$ cat config.mk
export PLATFORM = sky130hd
export DESIGN_NAME = video_to_fifo_ctrl_flat
export DESIGN_NICKNAME = d
export VERILOG_FILES = /design/src/rtl/video_to_fifo_ctrl_if.sv /design/src/rtl/video_to_fifo_ctrl.sv /design/src/flat_wrapper.sv
export SDC_FILE = /design/constraint.sdc
export NUM_CORES = 1
export LEC_CHECK = 0
export ABC_AREA = 1
export ABC_CLOCK_PERIOD_IN_PS = 2190
export BUFFER_PORTS_ARGS = -buffer_cell sky130_fd_sc_hd__buf_2
export CORE_MARGIN = 5
export CORE_UTILIZATION = 50
export CTS_BUF_LIST = sky130_fd_sc_hd__clkbuf_8 sky130_fd_sc_hd__clkbuf_16
export CTS_CLUSTER_SIZE = 24
export DETAILED_ROUTE_END_ITERATION = 8
export PLACE_DENSITY = 0.75
export REMOVE_ABC_BUFFERS = 1
export SYNTH_ARGS = -nofsm -noshare
export SYNTH_HDL_FRONTEND = slang
export SYNTH_SLANG_ARGS = --single-unit
$ cat constraint.sdc
create_clock -name video_clk -period 2.19 [get_ports video_clk]
set_input_delay 0.438 -clock video_clk [delete_from_list [all_inputs] [get_ports video_clk]]
set_output_delay 0.438 -clock video_clk [all_outputs]
set_load 0.005 [all_outputs]
$ cat src/rtl/video_to_fifo_ctrl_if.sv
// Bus bundle between the video front end, the write FIFO and the DDR burst engine.
// Burst handshake: VALID/READY transfer one line-burst request on every rising
// clock edge where both are high; once raised, VALID stays high until that transfer.
interface video_to_fifo_ctrl_if;
  logic         video_vs_in;
  logic         video_hs_in;
  logic         video_de_in;
  logic [23:0]  video_data_in;
  logic [127:0] fifo_data_out;
  logic         fifo_wr_en;
  logic         fifo_full;
  logic         AXI_FULL_BURST_VALID;
  logic         AXI_FULL_BURST_READY;
  logic         frame_start;
  logic         overflow;

  modport slave (
    input  video_vs_in, video_hs_in, video_de_in, video_data_in,
    input  fifo_full, AXI_FULL_BURST_READY,
    output fifo_data_out, fifo_wr_en, AXI_FULL_BURST_VALID, frame_start, overflow
  );

  modport master (
    output video_vs_in, video_hs_in, video_de_in, video_data_in,
    output fifo_full, AXI_FULL_BURST_READY,
    input  fifo_data_out, fifo_wr_en, AXI_FULL_BURST_VALID, frame_start, overflow
  );
endinterface

$ cat src/rtl/video_to_fifo_ctrl.sv
// Packs RGB888 pixels four-per-128-bit word into a write FIFO and counts completed
// lines as pending DDR burst requests; capture is armed by the first vsync edge.
module video_to_fifo_ctrl #(
  parameter int PEND_W = 4
) (
  input  logic               video_clk,
  input  logic               video_rst_n,
  video_to_fifo_ctrl_if.slave bus,
  output logic [1:0]         dbg_shift_cnt,
  output logic [PEND_W-1:0]  dbg_pending,
  output logic               dbg_capture_en,
  output logic               dbg_hs_d1
);

  localparam logic [PEND_W-1:0] PEND_MAX = '1;
  localparam logic [PEND_W-1:0] PEND_ONE = {{(PEND_W-1){1'b0}}, 1'b1};

  logic              vs_d1, de_d1, hs_d1;
  logic              capture_en;
  logic [1:0]        shift_cnt;
  logic [23:0]       slot0, slot1, slot2;
  logic [PEND_W-1:0] pending;
  logic              wr_req, valid_q, frame_start_q, overflow_q;
  logic [127:0]      data_q;

  logic              vs_rise, line_end, pix, hs_ok, pend_sat, drop;
  logic [PEND_W-1:0] pend_next;
  logic [127:0]      full_word, partial_word;

  assign vs_rise  = bus.video_vs_in & ~vs_d1;
  assign line_end = capture_en & de_d1 & ~bus.video_de_in;
  assign pix      = capture_en & bus.video_de_in;
  assign hs_ok    = valid_q & bus.AXI_FULL_BURST_READY;
  assign pend_sat = line_end & ~hs_ok & (pending == PEND_MAX);
  // The write strobe is gated by the live full flag; a gated strobe is a lost word.
  assign drop     = wr_req & bus.fifo_full;

  // Unfilled slots are already zero because the slot registers clear after each write.
  assign full_word    = {8'h00, slot0, 8'h00, slot1, 8'h00, slot2, 8'h00, bus.video_data_in};
  assign partial_word = {8'h00, slot0, 8'h00, slot1, 8'h00, slot2, 32'h0};

  always_comb begin
    pend_next = pending;
    case ({line_end, hs_ok})
      2'b10:   pend_next = pend_sat ? pending : pending + PEND_ONE;
      2'b01:   pend_next = pending - PEND_ONE;
      default: pend_next = pending;
    endcase
  end

  always_ff @(posedge video_clk or negedge video_rst_n) begin
    if (!video_rst_n) begin
      vs_d1         <= 1'b0;
      de_d1         <= 1'b0;
      hs_d1         <= 1'b0;
      capture_en    <= 1'b0;
      shift_cnt     <= 2'd0;
      slot0         <= 24'h0;
      slot1         <= 24'h0;
      slot2         <= 24'h0;
      pending       <= '0;
      wr_req        <= 1'b0;
      valid_q       <= 1'b0;
      frame_start_q <= 1'b0;
      overflow_q    <= 1'b0;
      data_q        <= 128'h0;
    end else begin
      vs_d1         <= bus.video_vs_in;
      de_d1         <= bus.video_de_in;
      hs_d1         <= bus.video_hs_in;
      frame_start_q <= vs_rise;
      wr_req        <= 1'b0;
      if (vs_rise) begin
        // New frame: rewind everything, pixels on this edge belong to no line yet.
        capture_en <= 1'b1;
        shift_cnt  <= 2'd0;
        slot0      <= 24'h0;
        slot1      <= 24'h0;
        slot2      <= 24'h0;
        pending    <= '0;
        valid_q    <= 1'b0;
        overflow_q <= 1'b0;
      end else begin
        if (drop || pend_sat) overflow_q <= 1'b1;
        pending <= pend_next;
        valid_q <= (pend_next != '0);
        if (pix) begin
          shift_cnt <= shift_cnt + 2'd1;
          case (shift_cnt)
            2'd0: slot0 <= bus.video_data_in;
            2'd1: slot1 <= bus.video_data_in;
            2'd2: slot2 <= bus.video_data_in;
            2'd3: begin
              data_q <= full_word;
              wr_req <= 1'b1;
              slot0  <= 24'h0;
              slot1  <= 24'h0;
              slot2  <= 24'h0;
            end
            default: ;
          endcase
        end else if (line_end && shift_cnt != 2'd0) begin
          data_q    <= partial_word;
          wr_req    <= 1'b1;
          shift_cnt <= 2'd0;
          slot0     <= 24'h0;
          slot1     <= 24'h0;
          slot2     <= 24'h0;
        end
      end
    end
  end

  assign bus.fifo_data_out        = data_q;
  assign bus.fifo_wr_en           = wr_req & ~bus.fifo_full;
  assign bus.AXI_FULL_BURST_VALID = valid_q;
  assign bus.frame_start          = frame_start_q;
  assign bus.overflow             = overflow_q;

  assign dbg_shift_cnt  = shift_cnt;
  assign dbg_pending    = pending;
  assign dbg_capture_en = capture_en;
  assign dbg_hs_d1      = hs_d1;

endmodule
$ cat src/flat_wrapper.sv
// flat-port wrapper written by rule: the top's interface ports become plain ports
module video_to_fifo_ctrl_flat 
#(
  parameter int PEND_W = 4
)
  (video_clk, video_rst_n, dbg_shift_cnt, dbg_pending, dbg_capture_en, dbg_hs_d1, bus_video_vs_in, bus_video_hs_in, bus_video_de_in, bus_video_data_in, bus_fifo_full, bus_AXI_FULL_BURST_READY, bus_fifo_data_out, bus_fifo_wr_en, bus_AXI_FULL_BURST_VALID, bus_frame_start, bus_overflow);
  video_to_fifo_ctrl_if bus_i ();
  input  logic video_clk;
  input  logic video_rst_n;
  output logic [1:0] dbg_shift_cnt;
  output logic [PEND_W-1:0] dbg_pending;
  output logic dbg_capture_en;
  output logic dbg_hs_d1;
  input wire logic [$bits(bus_i.video_vs_in)-1:0] bus_video_vs_in;
  input wire logic [$bits(bus_i.video_hs_in)-1:0] bus_video_hs_in;
  input wire logic [$bits(bus_i.video_de_in)-1:0] bus_video_de_in;
  input wire logic [$bits(bus_i.video_data_in)-1:0] bus_video_data_in;
  input wire logic [$bits(bus_i.fifo_full)-1:0] bus_fifo_full;
  input wire logic [$bits(bus_i.AXI_FULL_BURST_READY)-1:0] bus_AXI_FULL_BURST_READY;
  output wire logic [$bits(bus_i.fifo_data_out)-1:0] bus_fifo_data_out;
  output wire logic [$bits(bus_i.fifo_wr_en)-1:0] bus_fifo_wr_en;
  output wire logic [$bits(bus_i.AXI_FULL_BURST_VALID)-1:0] bus_AXI_FULL_BURST_VALID;
  output wire logic [$bits(bus_i.frame_start)-1:0] bus_frame_start;
  output wire logic [$bits(bus_i.overflow)-1:0] bus_overflow;
  assign bus_i.video_vs_in = bus_video_vs_in;
  assign bus_i.video_hs_in = bus_video_hs_in;
  assign bus_i.video_de_in = bus_video_de_in;
  assign bus_i.video_data_in = bus_video_data_in;
  assign bus_i.fifo_full = bus_fifo_full;
  assign bus_i.AXI_FULL_BURST_READY = bus_AXI_FULL_BURST_READY;
  assign bus_fifo_data_out = bus_i.fifo_data_out;
  assign bus_fifo_wr_en = bus_i.fifo_wr_en;
  assign bus_AXI_FULL_BURST_VALID = bus_i.AXI_FULL_BURST_VALID;
  assign bus_frame_start = bus_i.frame_start;
  assign bus_overflow = bus_i.overflow;
  video_to_fifo_ctrl #(.PEND_W(PEND_W)) u_core (.video_clk(video_clk), .video_rst_n(video_rst_n), .bus(bus_i), .dbg_shift_cnt(dbg_shift_cnt), .dbg_pending(dbg_pending), .dbg_capture_en(dbg_capture_en), .dbg_hs_d1(dbg_hs_d1));
endmodule
==> run summary <==
The flow ran to the end, and the final reports show no timing, DRC or antenna violations. The count of endpoints failing hold in the final timing report was 0. The synthesized design devotes to its leading area cell type 59.2% of total area. For this block, the routed nets add up to 16200 um of wire. The leakage power of the design is 4.76 nW, and the switching part of the total power is 31.2%. In this run the core area contains 45 standard-cell rows. The area added between synthesis and finish is 17.6%. The most used flip-flop cell after synthesis is sky130_fd_sc_hd__dfrtp_1. By area the synthesized netlist is led by sky130_fd_sc_hd__dfrtp_1, sky130_fd_sc_hd__nand2_1, sky130_fd_sc_hd__inv_1, sky130_fd_sc_hd__nor2_1, sky130_fd_sc_hd__buf_4. The worst path meets setup with 0.387 ns of slack. At the pin with the least slew margin, the transition time is 0.519 ns. Counting the buffers created by CTS gives 17. Wire length per cell after detailed routing: 14.0 um. In this run the horizontal extent of the chip is 134 um. Setup repair after global routing left no endpoint under its margin.

Total setup violations reported at the end of the flow: 0. The post-place setup slack was 0.348 ns. After clock tree synthesis, the setup repair step added 0 buffers.

Netlist area before placement: 7690 um^2. For this block, the via count after detailed routing is 5558. The quantity of I/O buffers inserted on ports was 138; the first-pass GRT wire length was 26600 um. The tools report the I/O pin total as 171. The cell sitting at the root of the clock tree is a sky130_fd_sc_hd__clkbuf_16. The run gives 0 as the count of yosys warnings during synthesis. For the number of clock sinks, the log shows 182. The max-capacitance violation count is 0. In this run, synthesis produced a sequential element count of 182. The worst setup path is launched from a register.

Of the available clock period, the critical path in the final layout requires 82.3%. From bottom edge to top edge, the die measures 134 um. Of the cells placed in the final design, the portion with a size suffix greater than 1 is 23.4%. The clock reaches the later pin of the worst-skew pair after 0.42 ns. The final layout contains 998 nets. The logs give 5320 for the via count of the first global-routing pass and 2.13 ns for the arrival time at the worst endpoint. The cell count after synthesis came out at 827. The clock period could shrink to 1.80 ns.

Worst min-delay path class: in -> reg. The final antenna diode count came out at 0. The power dissipated by switching net loads is 3.34 mW, and the power density over cell area is 1180 nW/um^2.

The internal power of the cells totals 7.37 mW. For the core area, the log shows 15100 um^2. Total power for the finished layout comes to 10.7 mW. VDD sags by at most 0.658 mV. The final global-route overflow total was 0; the die footprint was 18000 um^2.

Summed over all nets, the half-perimeter wirelength after detailed placement is 10700 um. Using the TritonRoute via totals, the vias-per-cell ratio works out to 4.79. The worst-case clock buffer depth was 2; the share of synthesized flip-flops with an asynchronous set or reset was 100%.

The run gives 0 as the detailed-route DRC error count. In this run the worst path has a maximum fanout of 34. Violation count after the first detailed-routing iteration: 212.

The worst setup path is of the reg -> reg kind. TritonCTS built the clock tree. The count of nets left with antenna violations once routing finished came out at 0. At the end of routability-driven placement, the weighted congestion stood at 0.775. The data required time at the worst endpoint is 2.52 ns, and the initial antenna violation count is 1. The starting density of the core came out at 50.8%. The share of the Yosys chip area taken by registers is 59.2%. The proportion of power drawn by the clock network was 28.7%. The count of flip-flops with a built-in enable after synthesis was 0; the mean instance size in the synthesized netlist was 9.30 um^2. The final number of max-transition violations was 0; the final-layout worst hold slack was 0.119 ns. The biggest area contributor in the post-synthesis netlist is sky130_fd_sc_hd__dfrtp_1. The remaining max-slew budget at the tightest pin is 65.4%. Global routing used 18.6% of the available tracks. Static timing analysis puts the maximum clock frequency at 554 MHz. The worst setup path is captured at a register. Per report_power, the combinational group accounts for 25.7% of the total.

The clock-pin slew on the worst setup and hold paths was 0.06 ns; the fraction of power consumed by sequential logic was 45.6%. The number of distinct standard cells referenced by the synthesized netlist came out at 29. Between clock sinks in the finished design, the worst skew comes to 0.00602 ns. The first detailed-routing pass ran for 4 iterations. Entering global routing, the biggest net connects 66 pins.

For the final routed database, the setup TNS stands at 0 ns. The H-tree was split into 4 levels.
critical path: stages (launching register included):
cell and delay, ns:
sky130_fd_sc_hd__dfrtp_1 0.39, sky130_fd_sc_hd__inv_1 0.10, sky130_fd_sc_hd__ha_1 0.20, sky130_fd_sc_hd__inv_1 0.08, sky130_fd_sc_hd__nand3_1 0.09, sky130_fd_sc_hd__nand3_2 0.14, sky130_fd_sc_hd__nand2_1 0.08, sky130_fd_sc_hd__inv_2 0.22
sky130_fd_sc_hd__buf_12 0.23, sky130_fd_sc_hd__nand2_1 0.07, sky130_fd_sc_hd__o21ai_0 0.09
Yosys cell counts (2+ instances only):
master,count
sky130_fd_sc_hd__o21ai_1,25
sky130_fd_sc_hd__or2_2,2
sky130_fd_sc_hd__buf_4,38
sky130_fd_sc_hd__nand2_1,175
sky130_fd_sc_hd__nor2_4,2
sky130_fd_sc_hd__buf_6,11
sky130_fd_sc_hd__inv_2,5
sky130_fd_sc_hd__a21oi_2,6
sky130_fd_sc_hd__dfrtp_1,182
sky130_fd_sc_hd__buf_1,2
sky130_fd_sc_hd__nor2_1,84
sky130_fd_sc_hd__a21oi_1,51
sky130_fd_sc_hd__clkbuf_1,6
sky130_fd_sc_hd__buf_2,16
sky130_fd_sc_hd__ha_1,8
sky130_fd_sc_hd__inv_1,95
sky130_fd_sc_hd__nand3_2,2
sky130_fd_sc_hd__o21ai_2,17
sky130_fd_sc_hd__nand3_1,51
sky130_fd_sc_hd__o21ai_0,40
sequential cells by signal, summed over array words and instances (netlist names):
| register | count |
|---|---|
| u_core.dbg_hs_d1 | 1 |
| u_core.dbg_pending | 4 |
| u_core.bus.fifo_data_out | 96 |
| u_core.slot2 | 24 |
| u_core.wr_req | 1 |
| u_core.slot0 | 24 |
| u_core.bus.overflow | 1 |
| u_core.vs_d1 | 1 |
| u_core.dbg_capture_en | 1 |
| u_core.slot1 | 24 |
| u_core.dbg_shift_cnt | 2 |
| u_core.de_d1 | 1 |
| u_core.bus.AXI_FULL_BURST_VALID | 1 |
| u_core.bus.frame_start | 1 |
layer usage:
layer	up-vias	GRT usage [%]	share of wire (%)
li1	2781	-	-
met1	2614	25.6	45
met2	140	29.3	48
met3	21	4.88	6.0
met4	2	5.83	1.3
met5	-	0	0.080
power by group through the flow:
stage	sequential, mW	combinational [mW]	clock, mW
after floorplan	4.96	1.38	0
after global placement	4.93	2.72	0
after detailed placement	4.93	2.81	0
after CTS	4.89	2.82	3.13
after global routing	5.02	3.15	3.28
final	4.88	2.76	3.07
cells by family (layout without fill, tap and decap cells):
logic type	Yosys count	count (layout)	share of synthesized area, %
adder cells (fa/ha/maj)	8	8	1.30
AND/OR/NAND/NOR	321	321	17.3
AO/OA/AOI/OAI	142	142	10.6
buffers and inverters	173	287	11.6
other	1	32	0.0487
flip-flops	182	182	59.2
metrics by stage:
stage / instances / utilization (%) / cell area, um^2
after floorplan: 785 / - / 7290
after global placement: 1127 / 55.7 / 8440
after detailed placement: 1127 / 55.7 / 8440
after CTS: 1160 / 59.8 / 9050
after global routing: 1160 / 59.8 / 9050
final: 1160 / 59.8 / 9050
timing repair:
item	CTS	global route
hold buffers	1	0
gates resized for setup	0	0
endpoints found under the hold margin	46	0
layout make-up:
class	count	area [um^2]
multi-input combinational	503	2370
inverter	100	375
tap	188	235
sequential	182	4550
clock buffer	21	480
fill	1309	6090
clock inverter	11	120
timing repair buffer	155	915
worst paths after layout:
check / to / cells after the start / slack [ns] / from
max in group asynchronous: u_core.slot1[7] / 3 / 1.02 / video_rst_n
max reg2reg: u_core.slot0[9] / 10 / 0.39 / u_core.dbg_shift_cnt[0]
min: u_core.dbg_hs_d1 / 1 / 0.12 / bus_video_hs_in
min reg2reg: u_core.bus.fifo_data_out[34] / 2 / 0.47 / u_core.slot2[2]
max: u_core.slot0[9] / 10 / 0.39 / u_core.dbg_shift_cnt[0]
min in group asynchronous: u_core.bus.fifo_data_out[41] / 2 / 0.52 / video_rst_n
cell usage in the layout (no fill, tap or decap), types with 2 or more instances in the layout:
cell                         synthesis  layout
sky130_fd_sc_hd__inv_2               5       5
sky130_fd_sc_hd__o21ai_2            17      17
sky130_fd_sc_hd__inv_6               0       2
sky130_fd_sc_hd__o21ai_1            25      25
sky130_fd_sc_hd__buf_12              0       7
sky130_fd_sc_hd__ha_1                8       8
sky130_fd_sc_hd__buf_4              38       9
sky130_fd_sc_hd__a21oi_1            51      51
sky130_fd_sc_hd__clkinv_2            0       4
sky130_fd_sc_hd__buf_2              16     137
sky130_fd_sc_hd__nand2_1           175     173
sky130_fd_sc_hd__dfrtp_1           182     182
sky130_fd_sc_hd__inv_1              95      95
sky130_fd_sc_hd__nor2_1             84      84
sky130_fd_sc_hd__nor2_4              2       2
sky130_fd_sc_hd__o21ai_0            40      40
sky130_fd_sc_hd__clkbuf_16           0      17
sky130_fd_sc_hd__conb_1              1      32
sky130_fd_sc_hd__clkbuf_8            0       4
sky130_fd_sc_hd__nand2_4             1       2
sky130_fd_sc_hd__nand3_2             2       2
sky130_fd_sc_hd__bufinv_16           0       2
sky130_fd_sc_hd__nand3_1            51      51
sky130_fd_sc_hd__or2_2               2       2
sky130_fd_sc_hd__nand2_2             1       2
sky130_fd_sc_hd__a21oi_2             6       6
sky130_fd_sc_hd__clkinvlp_4          0       3
No activity file was read; power rests on OpenSTA's default activity.
